$ cat config.mk
export PLATFORM = sky130hd
export DESIGN_NAME = stall_pipe
export DESIGN_NICKNAME = d
export VERILOG_FILES = /design/src/rtl/stall_pipe.sv
export SDC_FILE = /design/constraint.sdc
export NUM_CORES = 1
export LEC_CHECK = 0
export CELL_PAD_IN_SITES_DETAIL_PLACEMENT = 1
export CELL_PAD_IN_SITES_GLOBAL_PLACEMENT = 1
export CORE_ASPECT_RATIO = 2
export CORE_MARGIN = 5
export CORE_UTILIZATION = 48
export DETAILED_ROUTE_END_ITERATION = 8
export GPL_ROUTABILITY_DRIVEN = 0
export HOLD_SLACK_MARGIN = 0.05
export PLACE_DENSITY_LB_ADDON = 0.08
export SETUP_SLACK_MARGIN = 0.5
export SYNTH_ARGS = -nofsm -noshare
export SYNTH_HDL_FRONTEND = slang
export SYNTH_SLANG_ARGS = --single-unit
$ cat constraint.sdc
create_clock -name clk -period 6.7 [get_ports clk]
set_input_delay 1.005 -clock clk [delete_from_list [all_inputs] [get_ports clk]]
set_output_delay 1.005 -clock clk [all_outputs]
set_load 0.1 [all_outputs]
$ cat src/rtl/stall_pipe.sv
// Buffered 4-phase handshake stage: accepts up to DEPTH tokens, holds each at
// least DELAY cycles, and re-issues them in FIFO order downstream.
module stall_pipe #(
    parameter int WIDTH = 3,
    parameter int DEPTH = 4,
    parameter int DELAY = 3
) (
    input  logic                     clk,
    input  logic                     rst,
    input  logic                     req_in,
    input  logic [WIDTH-1:0]         data_in,
    output logic                     ack_out,
    output logic                     req_out,
    output logic [WIDTH-1:0]         data_out,
    input  logic                     ack_in,
    output logic [$clog2(DEPTH):0]   level
);
    localparam int PW = $clog2(DEPTH);
    localparam int LW = PW + 1;
    // DELAY=0 still needs a 1-bit counter so the storage is never zero-width
    localparam int AW = (DELAY > 0) ? $clog2(DELAY + 1) : 1;

    typedef enum logic {IN_IDLE, IN_ACK} in_state_e;
    typedef enum logic [1:0] {OUT_IDLE, OUT_REQ, OUT_WAIT} out_state_e;

    in_state_e        in_q, in_d;
    out_state_e       out_q, out_d;
    logic [WIDTH-1:0] data_q, data_d;
    logic [WIDTH-1:0] mem_q [DEPTH];
    logic [AW-1:0]    age_q [DEPTH];
    logic [PW-1:0]    wr_q, rd_q;
    logic [LW-1:0]    level_q, level_d;
    logic             push, pop;

    // Full test uses the pre-edge level, so a same-edge pop never admits a push
    assign push = (in_q == IN_IDLE) && req_in && (level_q != LW'(DEPTH));
    assign pop  = (out_q == OUT_REQ) && ack_in;

    always_comb begin
        in_d = in_q;
        case (in_q)
            IN_IDLE: if (push)    in_d = IN_ACK;
            IN_ACK:  if (!req_in) in_d = IN_IDLE;
            default:              in_d = IN_IDLE;
        endcase
    end

    always_comb begin
        out_d  = out_q;
        data_d = data_q;
        case (out_q)
            OUT_IDLE: begin
                if (level_q != '0 && age_q[rd_q] == '0) begin
                    out_d  = OUT_REQ;
                    data_d = mem_q[rd_q];
                end
            end
            OUT_REQ:  if (ack_in)  out_d = OUT_WAIT;
            OUT_WAIT: if (!ack_in) out_d = OUT_IDLE;
            default:               out_d = OUT_IDLE;
        endcase
    end

    always_comb begin
        level_d = level_q;
        case ({push, pop})
            2'b10:   level_d = level_q + LW'(1);
            2'b01:   level_d = level_q - LW'(1);
            default: level_d = level_q;
        endcase
    end

    always_ff @(posedge clk) begin
        if (rst) begin
            in_q   <= IN_IDLE;
            out_q  <= OUT_IDLE;
            data_q <= '0;
        end else begin
            in_q   <= in_d;
            out_q  <= out_d;
            data_q <= data_d;
        end
    end

    always_ff @(posedge clk) begin
        if (rst) begin
            wr_q    <= '0;
            rd_q    <= '0;
            level_q <= '0;
            for (int i = 0; i < DEPTH; i++) begin
                mem_q[i] <= '0;
                age_q[i] <= '0;
            end
        end else begin
            level_q <= level_d;
            if (push) wr_q <= wr_q + PW'(1);
            if (pop)  rd_q <= rd_q + PW'(1);
            for (int i = 0; i < DEPTH; i++) begin
                if (push && wr_q == PW'(i)) begin
                    mem_q[i] <= data_in;
                    age_q[i] <= AW'(DELAY);
                end else if (age_q[i] != '0) begin
                    age_q[i] <= age_q[i] - AW'(1);
                end
            end
        end
    end

    assign ack_out  = (in_q == IN_ACK);
    assign req_out  = (out_q == OUT_REQ);
    assign data_out = data_q;
    assign level    = level_q;
endmodule
After elaboration in Yosys (flattened, before gate mapping). Memory sizes are Yosys's and may differ from the RTL's. A register that Yosys moved wholly into a read port is not among the register bits. Cells that the tools add are included.

Flip-flop bits (word level): 10. Output and inout port bits: 8. Memory bits (writable): 20. Input bits: 7. Memories kept: 2. Word-level logic and storage cells: 110.

Memory list: mem_q (words 4, bits a word 3, read ports 1, clocked after memory_dff 1, wr ports 4, line 29) `logic [WIDTH-1:0] mem_q [DEPTH];`; age_q (words 4, bits a word 2, read ports 5, clocked after memory_dff 1, wr ports 4, line 30) `logic [AW-1:0] age_q [DEPTH];`.

Reductions and logical operators: 19. Add/subtract/negate cells: 8. Bitwise gates (word level): 13. Equality and inequality tests: 11. Muxes and demuxes: 52.

Operators with widths (count): $mux 1 (32); $mux 2 (13); $mux 3 (4); $or 1x1->1 (12); $reduce_bool 2->1 (5); $eq 2x2->1 const B (4); $logic_and 1x1->1 (8); $sub 2x1->2 const B (4); $eq 2x1->1 const B (3); $logic_not 2->1 (3); $pmux 2 s3 (1); $pmux 3 s2 (1); $add 2x1->2 const B (2); $ne 2x2->1 const B (2); $add 3x1->3 const B (1); $ne 3x3->1 const B (1); $reduce_and 3->1 (1); $reduce_bool 3->1 (1); $sub 3x1->3 const B (1); $ne 2x1->1 const B (1); $pmux 1 s2 (1); $reduce_and 2->1 (1); $not 1->1 (1).

Logic depth before layout (Yosys ltp).
Depth in word-level cells: 9. Gate-level depth with buffers: 10.

Worst setup path before layout. Ideal clock, no wire load.

Kind: reg-to-reg. From: register out_q[0]. To: register level_q[2], in the netlist level[2]. Path buffers: 0. Arrival time: 3.261 ns. Stages on the path, launching flop included: 9. Slack: 3.369 ns. Cells stage by stage: dfxtp_1 > nor2b_1 > and2_1 > ha_1 > inv_1 > fa_1 > xor2_1 > or3_1 > a21oi_1.

Longest elaborated chain between the ends: 4.

Ends and longest elaborated chain: from (decl) (line 27) `out_state_e out_q, out_d;`; from (signal assigned) (line 80) `out_q <= out_d;`; $eq 2x1->1 *; named net req_out (line 13) `output logic req_out,`; $logic_and 1x1->1 * (line 37) `assign pop = (out_q == OUT_REQ) && ack_in;`; named net pop (line 33) `logic push, pop;`; $eq 2x1->1 / $eq 2x2->1 (equally long branches) (line 66) `case ({push, pop})`; $pmux 3 s2 / $reduce_bool 2->1 (equally long branches); to (signal assigned) (line 95) `level_q <= level_d;`; to (decl) (line 32) `logic [LW-1:0] level_q, level_d;`.

Mark *: on every way through the listed nets, which the timed path passes. The rest lies on a longest branch. A chain may end at the register's enable or synchronous reset.

Final worst setup path.
From: register out_q[0]. To: output port req_out.

Longest elaborated chain between the ends: 1.

Ends and longest elaborated chain: $eq 2x1->1 (line 110) `assign req_out = (out_q == OUT_REQ);`; to (decl) (line 13).

No other way between the ends.

==> key figures <==
Logic synthesis
  – Most frequent cells after synthesis: nor2_1 (25), nand2_1 (21), edfxtp_1 (20)
  – Gate Count Post-Synth: 160
  – Top cells by area, synth: edfxtp_1 (36%), dfxtp_1 (18%), ha_1 (6.7%), nor2_1 (5.6%), mux4_2 (5.4%)
  – Mapped cell area: 1680 um^2
  – Sequential area share after synthesis: 53.61%
  – Post-synth top area cell: edfxtp_1
  – Area share of the largest cell type after synthesis: 35.74%
  – Syn. warnings: 0
  – #FFs+latches synth: 35
  – Async SR Flop Fraction: 0%
  – Post-synth EDFFs: 20
  – Netlist cell types: 26
  – Primary FF master, synth: edfxtp_1
  – Most numerous cell in the Yosys netlist: nor2_1
  – Syn_nets: 177
  – Syn avg cell area: 10.50 um^2

Power
  – P_int: 446.5 uW
  – P_sw: 251.6 uW
  – Seq pwr share: 43.3%
  – PD cells: 364.2 nW/um^2
  – P_leak: 0.0007681 uW
  – Gate power share: 35.4%
  – VDD IR max: 0.0002048 V
  – Sw frac: 36.04%
  – Clock network power share: 21.2%

Drt
  – Vias per inst: 5.582
  – # DRC: 0
  – Drt wl/cell: 17.18 um
  – Initial drt markers: 4
  – Pre-antenna DRT Iters: 3
  – Vias after detailed routing: 1161
  – Antenna Nets Post-Route: 0
  – WL final: 3574 um

Floorplanning
  – Initial core utilization: 49.74%
  – Core ar.: 3378 um^2
  – I/O pins: 15
  – Die area: 4856 um^2
  – Row count: 30
  – Width of the die: 51.84 um
  – Die Height: 93.68 um

GRT
  – Vias in the first global route: 1306
  – Initial antenna violation count: 0
  – Total congestion overflow: 0
  – First-pass GRT wire length: 5871 um
  – GRT Overall Usage: 17.08%
  – Largest net degree at the start of global routing: 21

STA
  – Setup TNS: 0 ns
  – Fmax achieved: 317.3 MHz
  – Fin crit period: 3.152 ns
  – RSZ-0062 raised after global routing: false
  – Final hold viol count: 0
  – Worst-Margin Slew: 0.9697 ns
  – Clk_skew: 0.005400 ns
  – Max_slew headroom: 35.15%
  – Max Slew Vio Count: 0
  – Period utilization: 47.04%
  – Final setup viols: 0

Worst setup path
  – Max incr delay on CP: 1.20 ns
  – Crit path max-delay family: buffers and inverters
  – Critical path startpoint category: register
  – Slowest cell on crit path: clkdlybuf4s50_1
  – Cell Chain, Critical Path: nor2b_1 -> clkdlybuf4s50_1
  – Worst EP arrival: 2.15 ns
  – Crit. End Element: primary output
  – Critical path class: register to primary output
  – CP bufs+invs: 1
  – Crit Path Max Fanout: 4
  – Req. time, crit path: 5.69 ns

Clock network
  – CTS tree: built
  – Clock Sink Count: 35
  – Maximum clock insertion buffer count: 2
  – Worst-path clk slew: 0.07 ns
  – Worst-Skew Late Latency: 0.29 ns
  – Post-cts resize count: 0
  – Postcts setup bufs: 0
  – Root Driver: clkbuf_8
  – H-tree Lvls: 2
  – Number of CTS-inserted buffers: 5
  – Hold_buf cts: 0

Cells and area
  – Share of cells above drive strength 1: 10.80%
  – ANT cells: 0
  – Layout Utilization: 56.74%
  – Register Area: 900.9 um^2
  – Area growth from synthesis to layout: 14.07%
  – Fin nets: 192
  – Fillers: 368
  – Area of the multi-input gates: 698.2 um^2

Run
  – Max Cap Viol: 0

Place
  – Dpl hpwl: 2713 um
  – Port buffer count: 14

Worst hold path
  – HP Class: register to register

Status
  – Status: finished, final reports clean
## placed cells by master (no fill, tap or decap), types with 5 or more instances in the layout
cell	instances
nand3_1	5
edfxtp_1	20
inv_1	15
clkdlybuf4s50_1	14
or2_2	8
ha_1	9
nor2_1	25
a21oi_1	11
dfxtp_1	15
clkbuf_8	5
nand2_1	21
## sequential cells by signal (all words and copies together) (netlist names), named ones only
name      flops
ack_out       1
age_q         8
data_out      3
level         3
mem_q        12
out_q         2
rd_q          2
wr_q          2
## worst min-delay path: stages, from the launching register on
cell and delay (ns):
dfxtp_1 0.31, nand2_1 0.05, mux2i_1 0.05
## power by group through the flow
stage	logic, uW	clock network, uW	registers, uW
4_1_cts	252	154	304
3_3_place_gp	231	0	304
6_report	247	148	303
5_1_grt	274	163	308
3_5_place_dp	250	0	309
2_1_floorplan	151	0	344
## cell type report
class	count	share of cell area, %
Timing Repair Buffer	14	7.311
Tap cell	32	2.089
Clock buffer	7	3.982
Clock inverter	1	0.2611
Sequential cell	35	47.00
Multi-Input combinational cell	104	36.42
Inverter	15	2.937
## kinds of logic after synthesis
logic type               Yosys count  synth area share (%)
AND/OR/NAND/NOR                   66                 17.65
buffers and inverters             21                 4.839
adder cells (fa/ha/maj)           10                 7.893
AO/OA/AOI/OAI                     14                 5.138
flip-flops                        35                 53.61
XOR/XNOR                           6                 3.127
multiplexers                       8                 7.744
## stage by stage
step	area [um^2]	setup WS, ns	power, uW	cells	hold WS, ns
2_1_floorplan	1680	3.369	494.6	160	0.5136
3_3_place_gp	1836	3.615	535.7	200	0.4437
3_5_place_dp	1836	3.541	558.6	200	0.4591
4_1_cts	1917	3.547	710.3	208	0.4684
5_1_grt	1917	3.459	744.4	208	0.5116
6_report	1917	3.548	698.1	208	0.4614
## final timing paths
path | end | startpoint | slack (ns) | cells after the start
max | req_out | out_q[0] | 3.55 | 2
max reg2reg | level[2] | level[2] | 4.12 | 9
min | data_out[1] | data_out[1] | 0.46 | 2
min reg2reg | data_out[1] | data_out[1] | 0.46 | 2
## per-layer routing
layer / global-route usage, % / wire [um]
met1: 13.60 / 1192
met4: 8.753 / 92
met3: 3.975 / 100
met2: 34.66 / 2189
met5: 0 / 0
Power figures use the tool's default switching activity.
